`src/rtl/mult_share_ctrl.sv`:
```
// mult_share_ctrl: round-robin sharing of one pipelined unsigned 16x16
// multiplier core among NUM_REQ requesters of signed operand pairs.
// Operands are converted to magnitudes on issue. An owner/sign tag follows
// each product through the core latency, and the sign-corrected product
// returns to its owner with a one-cycle one-hot strobe.
module mult_share_ctrl #(
  parameter int NUM_REQ      = 4,
  parameter int MULT_LATENCY = 3
) (
  input  logic                   CLK,
  input  logic                   RST_N,
  input  logic                   issue_en,
  input  logic [NUM_REQ-1:0]     req_valid,
  input  logic [16*NUM_REQ-1:0]  req_a,
  input  logic [16*NUM_REQ-1:0]  req_b,
  output logic [NUM_REQ-1:0]     req_ready,
  output logic [NUM_REQ-1:0]     res_valid,
  output logic [31:0]            res_p,
  output logic                   busy,
  output logic [15:0]            mult_a,
  output logic [15:0]            mult_b,
  input  logic [31:0]            mult_p
);

  localparam int IDX_W = (NUM_REQ > 1) ? $clog2(NUM_REQ) : 1;

  // Owner and sign of one issued product, travelling alongside the core.
  typedef struct packed {
    logic             valid;
    logic [IDX_W-1:0] owner;
    logic             neg;
  } tag_t;

  // Two's-complement magnitude; -32768 maps to 0x8000 as an unsigned value.
  function automatic logic [15:0] mag16(input logic [15:0] x);
    return x[15] ? (~x + 16'd1) : x;
  endfunction

  logic [IDX_W-1:0]   r_rr;
  logic [15:0]        r_mult_a;
  logic [15:0]        r_mult_b;
  logic [NUM_REQ-1:0] r_res_valid;
  logic [31:0]        r_res_p;
  // Stage 0 sits beside mult_a/mult_b; stages 1..MULT_LATENCY mirror the core.
  tag_t               r_tag [MULT_LATENCY+1];

  logic               w_found;
  logic [IDX_W-1:0]   w_grant_idx;
  logic [NUM_REQ-1:0] w_grant;
  logic               w_accept;
  logic [15:0]        w_sel_a;
  logic [15:0]        w_sel_b;
  tag_t               w_out_tag;
  logic [NUM_REQ-1:0] w_owner_oh;
  logic               w_busy;

  // Round-robin search starting at r_rr, wrapping modulo NUM_REQ.
  always_comb begin
    int j;
    // NOTE: every variable gets a value before any conditional assignment,
    // so no path leaves it unassigned and no latch is inferred.
    j           = 0;
    w_found     = 1'b0;
    w_grant_idx = '0;
    w_grant     = '0;
    for (int k = 0; k < NUM_REQ; k++) begin
      j = int'(r_rr) + k;
      if (j >= NUM_REQ) j = j - NUM_REQ;
      if (!w_found && req_valid[j]) begin
        w_found     = 1'b1;
        w_grant_idx = j[IDX_W-1:0];
      end
    end
    if (w_found) w_grant[w_grant_idx] = 1'b1;
  end

  // Grant is suppressed while held in reset or while issuing is disabled.
  assign req_ready = (RST_N && issue_en) ? w_grant : '0;
  assign w_accept  = |(req_valid & req_ready);
  assign w_sel_a   = req_a[16*w_grant_idx +: 16];
  assign w_sel_b   = req_b[16*w_grant_idx +: 16];

  // Round-robin pointer moves past the requester just served.
  always_ff @(posedge CLK or negedge RST_N) begin
    if (!RST_N) begin
      r_rr <= '0;
    end else if (w_accept) begin
      // NOTE: state registers use non-blocking assignments so every flop
      // samples pre-edge values regardless of statement order.
      if (int'(w_grant_idx) == NUM_REQ - 1) r_rr <= '0;
      else                                  r_rr <= w_grant_idx + 1'b1;
    end
  end

  // Issue stage: operand magnitudes to the core plus the matching tag.
  always_ff @(posedge CLK or negedge RST_N) begin
    if (!RST_N) begin
      r_mult_a <= '0;
      r_mult_b <= '0;
      r_tag[0] <= '0;
    end else begin
      r_tag[0] <= '{valid: w_accept, owner: w_grant_idx,
                    neg: w_sel_a[15] ^ w_sel_b[15]};
      if (w_accept) begin
        r_mult_a <= mag16(w_sel_a);
        r_mult_b <= mag16(w_sel_b);
      end
    end
  end

  // Tag delay line aligned with the core latency.
  always_ff @(posedge CLK or negedge RST_N) begin
    if (!RST_N) begin
      // NOTE: this small tag array is reset so that products issued before
      // reset can never produce a strobe afterwards.
      for (int i = 1; i <= MULT_LATENCY; i++) r_tag[i] <= '0;
    end else begin
      for (int i = 1; i <= MULT_LATENCY; i++) r_tag[i] <= r_tag[i-1];
    end
  end

  assign w_out_tag = r_tag[MULT_LATENCY];

  // One-hot owner decode of the tag leaving the delay line.
  always_comb begin
    w_owner_oh = '0;
    w_owner_oh[w_out_tag.owner] = 1'b1;
  end

  // Result stage: sign correction and one-cycle strobe to the owner.
  always_ff @(posedge CLK or negedge RST_N) begin
    if (!RST_N) begin
      r_res_valid <= '0;
      r_res_p     <= '0;
    end else if (w_out_tag.valid) begin
      r_res_valid <= w_owner_oh;
      r_res_p     <= w_out_tag.neg ? (~mult_p + 32'd1) : mult_p;
    end else begin
      r_res_valid <= '0;
    end
  end

  // Busy from registered state only: any tag in flight or a strobe now.
  always_comb begin
    w_busy = |r_res_valid;
    for (int i = 0; i <= MULT_LATENCY; i++) w_busy = w_busy | r_tag[i].valid;
  end

  assign mult_a    = r_mult_a;
  assign mult_b    = r_mult_b;
  assign res_valid = r_res_valid;
  assign res_p     = r_res_p;
  assign busy      = w_busy;

endmodule
```
`config.mk`:
```
export PLATFORM = sky130hd
export DESIGN_NAME = mult_share_ctrl
export DESIGN_NICKNAME = d
export VERILOG_FILES = /design/src/rtl/mult_share_ctrl.sv
export SDC_FILE = /design/constraint.sdc
export NUM_CORES = 1
export LEC_CHECK = 0
export CORE_UTILIZATION = 62
export DETAILED_ROUTE_END_ITERATION = 8
export DONT_BUFFER_PORTS = 1
export GPL_TIMING_DRIVEN = 0
export PLACE_DENSITY = 0.8
export SLEW_MARGIN = 20
export SYNTH_ARGS = -nofsm -noshare
export SYNTH_HDL_FRONTEND = slang
export SYNTH_SLANG_ARGS = --single-unit
```
`constraint.sdc`:
```
create_clock -name CLK -period 6.3 [get_ports CLK]
set_input_delay 1.26 -clock CLK [delete_from_list [all_inputs] [get_ports CLK]]
set_output_delay 1.26 -clock CLK [all_outputs]
set_load 0.01 [all_outputs]
```
== Word-level counts from Yosys, hierarchy flattened ==
Cells that the tools add are included.

* Memories kept: 0
* ROM bits: 0
* Flip-flop bits (word level): 86
* Output and inout bits: 73
* Latch bits: 0
* Word-level logic and storage cells: 98
* Bits in writable memories: 0

* Bitwise logic cells: 9
* Divide/modulo/power cells: 0
* Equality and inequality tests: 1
* Shifts and indexed selects: 2
* Add/subtract/negate cells: 11
* Reductions and logical operators: 11
* Muxes and demuxes: 35
* $lt $le $gt $ge: 12
* $mul: 0

{| class="wikitable"
|+ Operators by type and width
! kind !! count
|-
| 2-to-1 mux 32 bit || 5
|-
| < comparator 32 x 4 -> 1 bit (second input constant) || 4
|-
| indexed part select 64 x 7 -> 16 bit || 2
|-
| adder 16 x 1 -> 16 bit (second input constant) || 2
|-
| adder 32 x 1 -> 32 bit (second input constant) || 1
|-
| 2-to-1 mux 16 bit || 2
|-
| inverter 16 bit || 2
|-
| inverter 32 bit || 1
|-
| 2-to-1 mux 1 bit || 14
|-
| 2-to-1 mux 4 bit || 3
|-
| subtractor 3 x 3 -> 4 bit (second input constant) || 3
|-
| 2-to-1 mux 2 bit || 5
|-
| >= comparator 3 bit (second input constant) || 3
|-
| binary-select mux 1 bit (select 2 bit) || 4
|-
| OR reduction 4 bit || 2
|-
| adder 2 x 2 -> 3 bit (second input constant) || 2
|-
| logical AND 1 bit || 6
|-
| < comparator 2 x 3 -> 1 bit (second input constant) || 2
|-
| bitwise AND 4 bit || 1
|-
| demux 1 bit (select 2 bit) || 2
|-
| >= comparator 2 x 1 -> 1 bit (second input constant) || 2
|-
| OR 1 bit || 4
|-
| subtractor 2 x 3 -> 4 bit (second input constant) || 1
|-
| adder 2 x 1 -> 3 bit (second input constant) || 1
|-
| 5 further kinds || 7
|}

== Depth between registers and ports, before layout ==
Gate-level depths: netlist of the first run.

* Word-level depth: 23
* Gate-level depth with buffers: 14

== Worst setup path after synthesis of the first run ==
OpenSTA, ideal clock, no wires.

* Path type: input -> output
* Start point: input req_valid[2]
* End point: output req_ready[3]
* Cell stages on the path: 7
* Path buffers: 2
* Slack: 2225 ps
* Data arrival time: 2815 ps
* Cell sequence: nor2b_1 nor2b_1 nor3_1 clkbuf_1 clkbuf_1 ha_1 and2_1

* Word-level cells in the longest chain between the ends: 19
* Elaborated cells on any way between the ends: 33

{| class="wikitable"
|+ RTL lines
! item !! RTL line !! RTL
|-
| start: declaration || 13 || <nowiki>input logic [NUM_REQ-1:0] req_valid,</nowiki>
|-
| binary-select mux 1 bit (select 2 bit) || 69 || <nowiki>if (!w_found && req_valid[j]) begin</nowiki>
|-
| 2-to-1 mux 1 bit (not written as such) (2 in a row) || 69 ||
|-
| 2-to-1 mux 1 bit || 69 ||
|-
| logical NOT 1 bit || 69 ||
|-
| logical AND 1 bit || 69 ||
|-
| 2-to-1 mux 1 bit || 69 ||
|-
| logical NOT 1 bit || 69 ||
|-
| logical AND 1 bit || 69 ||
|-
| [... 3 more ...] || - ||
|-
| 2-to-1 mux 2 bit (*) || 69 ||
|-
| named net w_grant_idx[0] || 48 || <nowiki>logic [IDX_W-1:0] w_grant_idx;</nowiki>
|-
| < comparator 2 x 3 -> 1 bit (not written as such) / >= comparator 2 x 1 -> 1 bit (equally long branches) || 74 || <nowiki>if (w_found) w_grant[w_grant_idx] = 1'b1;</nowiki>
|-
| logical AND 1 bit (not written as such) || 74 ||
|-
| 2-to-1 mux 1 bit (not written as such) || 74 ||
|-
| demux 1 bit (select 2 bit) (*) || 74 ||
|-
| 2-to-1 mux 4 bit (*) || 74 ||
|-
| 2-to-1 mux 4 bit (*) || 78 || <nowiki>assign req_ready = (RST_N && issue_en) ? w_grant : '0;</nowiki>
|-
| end: declaration || 16 || <nowiki>output logic [NUM_REQ-1:0] req_ready,</nowiki>
|}

The timed path passes the listed nets; every way through them passes the cells marked *. The select of a mux whose other input is x is not followed.

== Worst setup path in the final report of the first run ==
* Start point: input req_valid[2]
* End point: output req_ready[1]

The elaborated chain is that of the path after synthesis.

==> flow_metrics.py, run 1 <==
metrics = {
    "clock_tree": {
        "post_cts_resize_count": 0,
        "cts-htree-levels": 3,
        "cts_tree": "yes",
        "numCtsBuffers": 9,
        "cts-root-buf": "clkbuf_8",
        "clock_path_buffers": 2,
        "clk_latency_ps": 350,
        "ctsHoldBuffers": 0,
        "clkTransAtPathRegs_ps": 90,
        "clock_sinks": 86,
        "postCtsSetupBuffers": 0,
    },
    "worst_hold_path": {
        "hold_class": "reg2reg",
        "hold_path_depth": 0,
    },
    "sta": {
        "min_period_ps": 4620,
        "final-hold-violation-count": 0,
        "fin_ws_ps": 1680,
        "relSlewSlack": 0.358,
        "min_period_over_period": 0.734,
        "drv_slew": 0,
        "rsz0062_at_grt": "no",
        "tightest_slew_ps": 964,
        "setup-tns-final_ps": 0,
        "fmax_mhz": 216,
        "clock_skew_ps": 15.5,
        "setup_viol": 0,
    },
    "setup_path": {
        "path_class": "in2out",
        "critPathMaxFanout": 12,
        "slowest_delay_ps": 650,
        "arrival_ps": 3360,
        "critPathSlowestCell": "clkbuf_1",
        "ff2ff_path_depth": 13,
        "path_delay_family": "buffers and inverters",
        "worst-path-buf-inv": 2,
        "startpoint_type": "input port",
        "crit_cells": 7,
        "critPathCaptureType": "output pin",
        "required_ps": 5040,
        "crit_chain": "nor2b_1 > nor2b_1 > nor3_1 > clkbuf_1 > clkbuf_1 > ha_1 > and2_1",
    },
    "floorplan": {
        "core_sq_um": 8380,
        "die_area_sq_um": 9190,
        "ioPinCount": 240,
        "die_h_microns": 95.9,
        "fp-row-count": 33,
        "start_util": 0.652,
        "die_w_microns": 95.9,
    },
    "cells_and_area": {
        "register_area_sq_um": 2150,
        "fin_area_sq_um": 5800,
        "fillCellCount": 650,
        "instances_no_fill": 704,
        "multi_input_area_sq_um": 3140,
        "layout.nets": 767,
        "drive_gt1_frac": 0.114,
        "syn_to_final_growth_pct": 6.19,
    },
    "synth": {
        "synth_area_sq_um": 5460,
        "synth_xor_area_frac": 0.0866,
        "synth_warnings": 0,
        "synth_cell_types": 49,
        "ys_seq_area_frac": 0.394,
        "syn-num-nets": 756,
        "synthAdderAreaFrac": 0.0160,
        "synth_simple_gate_area_frac": 0.161,
        "synth_top_family_by_area": "multiplexers",
        "syn_area_per_cell_sq_um": 9.38,
        "ys_seq_elements": 86,
        "netlist_instances": 582,
        "muxShareOfSynthArea": 0.182,
        "synth-compound-area-share": 0.128,
        "ys.flop_type": "dfrtp_1",
        "async_reset_ff_frac": 1.00,
        "synth_edf_count": 0,
    },
    "grt": {
        "grt_max_degree": 88,
        "grt_use_total": 0.329,
        "grt_pass1_wl_mm": 22.5,
        "antenna_found_initial": 1,
        "overflow": 0,
        "grt_pass1_vias": 4559,
    },
    "place": {
        "place_ws_ps": 1440,
        "dp_cells": 687,
        "place_congestion": 0.997,
        "hpwl_mm": 11.8,
        "port_buffers": 0,
        "dpl-instance-area_sq_um": 5590,
    },
    "route": {
        "antenna_left": 0,
        "drc": 0,
        "drt-initial-drc-count": 210,
        "drt-wirelength-per-cell_microns": 21.4,
        "wl_mm": 15.1,
        "viasPerCell": 6.44,
        "vias": 4535,
        "first_pass_iters": 5,
    },
    "power_and_ir_drop": {
        "p_leak_nw": 2.50,
        "p_per_area_nw_per_um2": 455,
        "peakVddDrop_mv": 0.241,
    },
    "flow_run": {
        "maxCapViolations": 0,
    },
    "status": {
        "status": "finished clean",
    },
}
[cells in the mapped netlist (11+ instances only)]
cell | count | share of area
dfrtp_1 | 86 | 0.39
nand2_1 | 77 | 0.053
mux2i_1 | 59 | 0.11
o21ai_0 | 47 | 0.043
mux2_2 | 36 | 0.074
a21oi_1 | 31 | 0.028
nor2_1 | 31 | 0.021
xor2_1 | 28 | 0.045
xnor2_1 | 26 | 0.042
clkbuf_1 | 23 | 0.016
nand3_1 | 18 | 0.016
inv_1 | 12 | 0.0082
o31ai_1 | 11 | 0.015
[state kept, by name, indices dropped and copies added, names as in the netlist]
signal,flops
r_rr,2
mult_a,16
res_p,32
mult_b,16
r_tag,16
res_valid,4
[metrics by stage]
step,hold WS [ps],total power (W),utilization
after floorplan,331,0.00194,-
after detailed placement,335,0.00223,0.667
final,352,0.00264,0.692
after CTS,355,0.00264,0.692
after global routing,363,0.00283,0.692
after global placement,332,0.00219,0.667
[final cells by class]
type,instances,share of cell area
Antenna cell,1,0.000431
Buffer,30,0.0207
Clock buffer,9,0.0214
Clock inverter,7,0.0138
Inverter,14,0.00906
Multi-Input combinational cell,452,0.541
Sequential cell,86,0.371
Tap cell,105,0.0227
[cells by family after synthesis]
group | Yosys count
simple gates | 181
compound gates | 115
mux | 95
flops | 86
xor+xnor | 54
buf+inv | 44
fa+ha+maj | 7
[placed cells by master, fill, tap and decap left out, types with 4 or more instances in the layout]
cell type and count:
dfrtp_1 86, nand2_1 77, mux2i_1 59, o21ai_0 47, mux2_2 36, nor2_1 31, a21oi_1 31, xor2_1 28
xnor2_1 26, clkbuf_1 23, nand3_1 18, inv_1 12, o31ai_1 11, clkbuf_8 9, nor4_1 7, o41ai_1 7
and2_1 7, ha_1 7, nand4_1 6, or4_1 6, buf_2 6, or3_1 5, nor2b_1 4, o211ai_1 4
[routing by layer]
metal  up-vias  part of all wire  track usage
met3        46             0.091       0.0861
met4         0             0.044        0.183
met5         -                 0            0
li1       2092                 -            -
met2       251              0.48        0.552
met1      2146              0.38        0.382
[path summary, 6_finish.rpt]
| path | startpoint | to | slack, ps |
|---|---|---|---|
| min reg2reg | r_tag[10] | r_tag[6] | 350 |
| min | r_tag[10] | r_tag[6] | 350 |
| min in group asynchronous | RST_N | mult_b[10] | 600 |
| max reg2reg | r_rr[1] | mult_b[14] | 2240 |
| max in group asynchronous | RST_N | mult_a[3] | 5550 |
| max | req_valid[2] | req_ready[1] | 1680 |
[where the power goes]
part	total, W	switching (W)	internal (W)
registers	0.00104	0.000257	0.000778
clock network	0.000403	0.000214	0.000189
logic	0.00120	0.000691	0.000512
total	0.00264	0.00116	0.00148
(Power assumes the default switching activity.)
==> run 2, diff against run 1 <==
==> constraint.sdc (replaced) <==
create_clock -name CLK -period 4.3 [get_ports CLK]
set_input_delay 0.86 -clock CLK [delete_from_list [all_inputs] [get_ports CLK]]
set_output_delay 0.86 -clock CLK [all_outputs]
set_load 0.01 [all_outputs]
==> flow_metrics.py, run 2 (synthesized netlist as in run 1, its figures left out) <==
metrics = {
    "route": {
        "drt-wirelength-per-cell_microns": 21.3,
        "first_pass_iters": 6,
        "antenna_left": 0,
        "drc": 0,
        "vias": 4557,
        "viasPerCell": 6.45,
        "wl_mm": 15.1,
        "drt-initial-drc-count": 200,
    },
    "grt": {
        "grt_max_degree": 88,
        "overflow": 0,
        "antenna_found_initial": 1,
        "grt_use_total": 0.329,
        "top_usage_layer": "met2",
        "grtUsageMet2": 0.552,
        "grt_pass1_wl_mm": 22.5,
        "grt_use_met1": 0.382,
        "grt_util_met3": 0.0861,
        "grt_pass1_vias": 4559,
    },
    "setup_path": {
        "critPathCaptureType": "flop",
        "startpoint_type": "input port",
        "critPathMaxFanout": 10,
        "ff2ff_path_depth": 14,
        "path_class": "in2reg",
        "required_ps": 4500,
        "arrival_ps": 4230,
    },
    "clock_tree": {
        "cts_tree": "yes",
        "clk_latency_ps": 350,
        "ctsHoldBuffers": 0,
        "clock_sinks": 86,
        "clkTransAtPathRegs_ps": 90,
        "clock_path_buffers": 2,
        "cts-htree-levels": 3,
        "numCtsBuffers": 9,
        "cts-root-buf": "clkbuf_8",
    },
    "sta": {
        "final-hold-violation-count": 0,
        "min_period_over_period": 0.937,
        "tightest_slew_ps": 792,
        "clock_skew_ps": 15.6,
        "setup-tns-final_ps": 0,
        "setup_viol": 0,
        "fmax_mhz": 248,
        "relSlewSlack": 0.472,
        "drv_slew": 0,
        "rsz0062_at_grt": "no",
        "min_period_ps": 4030,
    },
    "cells_and_area": {
        "layout_commonest_cell": "dfrtp_1",
        "final_cell_mix": "dfrtp_1 (86), nand2_1 (77), mux2i_1 (59)",
        "layout.nets": 769,
        "syn_to_final_growth_pct": 6.48,
        "instances_no_fill": 706,
        "drive_gt1_frac": 0.118,
        "largest_reg_flops": 32,
    },
    "power_and_ir_drop": {
        "p_comb_frac": 0.457,
        "switching_power_w": 0.00170,
        "peakVddDrop_mv": 0.366,
        "seqPwrFrac": 0.391,
        "swShare": 0.439,
        "power_frac_clock": 0.152,
        "p_leak_nw": 2.51,
        "intPower_w": 0.00218,
        "p_per_area_nw_per_um2": 667,
    },
    "floorplan": {
        "start_util": 0.652,
        "die_h_microns": 95.9,
        "die_area_sq_um": 9190,
        "ioPinCount": 240,
        "fp-row-count": 33,
        "die_w_microns": 95.9,
        "core_sq_um": 8380,
    },
    "place": {
        "dp_cells": 687,
        "hpwl_mm": 11.8,
        "port_buffers": 0,
        "place_congestion": 0.997,
    },
    "status": {
        "status": "finished clean",
    },
    "worst_hold_path": {
        "hold_class": "in2async",
    },
    "flow_run": {
        "maxCapViolations": 0,
    },
}
run 2: changes by cell type in the layout (fill, tap and decap cells not counted):
| cell | previous run | this run |
|---|---|---|
| buf_4 | 0 | 2 |
| clkbuf_1 | 23 | 22 |
| clkbuf_2 | 0 | 1 |
run 2: through the flow:
stage               total power (W)  setup slack [ps]  area, sq um  utilization  hold slack, ps
global route                0.00416               103         5820        0.694             169
CTS                         0.00386               195         5800        0.692             174
floorplan                   0.00284               646         5460            -             331
detailed placement          0.00327              -158         5590        0.667             335
finish                      0.00388               272         5820        0.694             195
global placement            0.00321             -79.0         5590        0.667             332
run 2: worst paths after layout:
check	start	end	slack, ps
worst min-delay path	RST_N	mult_b[12]	190
worst max register to register	r_rr[1]	mult_b[14]	330
max in group asynchronous	RST_N	mult_a[3]	3940
min in group CLK	r_tag[10]	r_tag[6]	350
worst max-delay path	req_valid[2]	mult_b[14]	270
worst min register to register	r_tag[10]	r_tag[6]	350
run 2: timing repair:
item                                    4_1_cts  5_1_grt
endpoints found under the setup margin        0        1
gates resized for setup                       0        3
setup buffers                                 0        2
run 2: layout make-up:
type                            count  area, sq um
Antenna cell                        1         2.50
Buffer                             30          121
Clock buffer                        9          124
Clock inverter                      7         80.1
Fill cell                         648         2570
Inverter                           14         52.6
Multi-Input combinational cell    452         3140
Sequential cell                    86         2150
Tap cell                          105          131
Timing Repair Buffer                2         15.0
run 2: routing by layer:
layer	part of all wire	routed length, microns
met1	0.38	5680
met2	0.49	7320
met3	0.095	1440
met4	0.042	637
met5	0	0
run 2: critical path, cell delays in order:
cell and delay [ps]:
nor2b_1 130, nor2b_1 130, nor3_1 300, clkbuf_1 420, buf_2 400, o211ai_1 170
nand2_1 120, ha_1 160, inv_1 80, a311oi_1 380, nand3_1 270, o41ai_1 540
xnor2_1 160, o21ai_0 100
run 2: power groups by stage:
stage / sequential [W] / combinational, W / clock (W)
after global routing: 0.00157 / 0.00196 / 0.000633
after global placement: 0.00152 / 0.00168 / 0
after floorplan: 0.00144 / 0.00140 / 0
after detailed placement: 0.00153 / 0.00174 / 0
final: 0.00152 / 0.00177 / 0.000590
after CTS: 0.00152 / 0.00175 / 0.000599
==> run 3, diff against run 2 <==
--- a/config.mk
+++ b/config.mk
@@ -5,11 +5,11 @@
 export SDC_FILE = /design/constraint.sdc
 export NUM_CORES = 1
 export LEC_CHECK = 0
-export CORE_UTILIZATION = 62
+export CORE_UTILIZATION = 30
 export DETAILED_ROUTE_END_ITERATION = 8
 export DONT_BUFFER_PORTS = 1
 export GPL_TIMING_DRIVEN = 0
-export PLACE_DENSITY = 0.8
+export PLACE_DENSITY = 0.46
 export SLEW_MARGIN = 20
 export SYNTH_ARGS = -nofsm -noshare
 export SYNTH_HDL_FRONTEND = slang
==> flow_metrics.py, run 3 (synthesized netlist as in run 1, its figures left out) <==
metrics = {
    "floorplan": {
        "ioPinCount": 240,
        "fp-row-count": 48,
        "die_area_sq_um": 18700,
        "die_h_microns": 137,
        "start_util": 0.311,
        "die_w_microns": 137,
        "core_sq_um": 17500,
    },
    "sta": {
        "setup_viol": 0,
        "rsz0062_at_grt": "no",
        "fmax_mhz": 254,
        "tightest_slew_ps": 811,
        "min_period_over_period": 0.916,
        "holdWs_ps": 210,
        "relSlewSlack": 0.460,
        "drv_slew": 0,
        "min_period_ps": 3940,
        "final-hold-violation-count": 0,
        "clock_skew_ps": 6.62,
    },
    "power_and_ir_drop": {
        "p_leak_nw": 2.53,
        "p_per_area_nw_per_um2": 670,
        "peakVddDrop_mv": 0.233,
    },
    "setup_path": {
        "arrival_ps": 4140,
        "critPathMaxFanout": 10,
        "crit_chain": "nor2b_1 > a221oi_1 > nor2_4 > buf_2 > buf_2 > o211ai_1 > nand2_1 > ha_1 > inv_1 > a311oi_1 > nand3_1 > o41ai_1 > xnor2_1 > o21ai_0",
        "required_ps": 4500,
        "startpoint_type": "input port",
        "worst-path-buf-inv": 3,
        "critPathCaptureType": "flop",
        "path_delay_family": "compound AO/OA/AOI/OAI gates",
        "path_class": "in2reg",
        "critPathSlowestCell": "o41ai_1",
        "cp_common_cell": "buf_2",
        "slowest_delay_ps": 520,
        "rrSetupSlack_ps": 460,
    },
    "clock_tree": {
        "clk_latency_ps": 340,
        "cts_tree": "yes",
        "clock_sinks": 86,
        "ctsHoldBuffers": 0,
        "cts-htree-levels": 3,
        "cts-root-buf": "clkbuf_16",
        "clkTransAtPathRegs_ps": 60,
        "numCtsBuffers": 9,
        "clock_path_buffers": 2,
    },
    "cells_and_area": {
        "layout_commonest_cell": "dfrtp_1",
        "largest_reg_flops": 32,
        "layout.nets": 767,
        "antennaDiodeCount": 0,
        "drive_gt1_frac": 0.109,
        "instances_no_fill": 821,
        "syn_to_final_growth_pct": 9.97,
        "final_cell_mix": "dfrtp_1 (86), nand2_1 (77), mux2i_1 (59)",
    },
    "route": {
        "first_pass_iters": 5,
        "antenna_left": 0,
        "viasPerCell": 5.38,
        "drt-initial-drc-count": 116,
        "drc": 0,
        "wl_mm": 17.2,
        "drt-wirelength-per-cell_microns": 21.0,
        "vias": 4414,
    },
    "grt": {
        "antenna_found_initial": 0,
        "grt_pass1_wl_mm": 25.7,
        "overflow": 0,
        "grt_max_degree": 88,
        "grt_pass1_vias": 4574,
        "grt_use_total": 0.186,
    },
    "flow_run": {
        "maxCapViolations": 0,
    },
    "worst_hold_path": {
        "hold_class": "in2async",
    },
    "place": {
        "port_buffers": 0,
        "hpwl_mm": 13.5,
        "dp_cells": 807,
        "place_congestion": 0.886,
    },
    "status": {
        "status": "finished clean",
    },
}
[run 3: worst paths after layout]
kind | cells after the start | end | startpoint
setup / recovery | 14 | mult_b[14] | req_valid[2]
hold / removal | 0 | res_p[4] | RST_N
setup reg to reg | 13 | mult_b[11] | r_rr[1]
hold reg to reg | 0 | r_tag[5] | r_tag[9]
max in group asynchronous | 0 | r_rr[1] | RST_N
min in group CLK | 0 | r_tag[5] | r_tag[9]
[run 3: layout make-up]
| cell class | instances | area (sq um) |
|---|---|---|
| Multi-Input combinational cell | 452 | 3140 |
| Buffer | 30 | 121 |
| Clock inverter | 2 | 10.0 |
| Sequential cell | 86 | 2150 |
| Tap cell | 225 | 282 |
| Clock buffer | 12 | 246 |
| Fill cell | 1842 | 11500 |
| Inverter | 14 | 52.6 |
[run 3: routing by layer]
metal,wire [microns],vias to the layer above,track usage
met5,0,-,0
met4,292,0,0.0714
met3,1470,16,0.0581
met2,8640,202,0.328
met1,6840,2099,0.208
li1,-,2097,-
[run 3: power by group]
group          internal [W]  total (W)  switching, W
clock              0.000399   0.000699      0.000300
combinational      0.000752    0.00178       0.00103
sequential          0.00114    0.00154      0.000395
total               0.00229    0.00402       0.00173
[run 3: worst reg2reg max path, delay by kind of cell, from the launching register on]
kind | cells | cell delay (ps)
AND/OR/NAND/NOR | 5 | 620
adder cells (fa/ha/maj) | 1 | 270
buffers and inverters | 4 | 1430
AO/OA/AOI/OAI | 3 | 950
flip-flops | 1 | 450
[run 3: repair_timing]
action | 4_1_cts | 5_1_grt
setup buffers | 0 | 0
endpoints found under the setup margin | 0 | 1
gates resized for setup | 0 | 3
[run 3: stage by stage]
| stage | setup TNS [ps] | instance area [sq um] | power (W) | utilization | setup slack (ps) |
|---|---|---|---|---|---|
| 5_1_grt | 0 | 6010 | 0.00435 | 0.342 | 65.1 |
| 2_1_floorplan | 0 | 5460 | 0.00284 | - | 646 |
| 6_report | 0 | 6010 | 0.00402 | 0.342 | 362 |
| 3_5_place_dp | -115 | 5740 | 0.00336 | 0.327 | -115 |
| 4_1_cts | 0 | 6000 | 0.00409 | 0.342 | 261 |
| 3_3_place_gp | -43.7 | 5740 | 0.00332 | 0.327 | -43.7 |
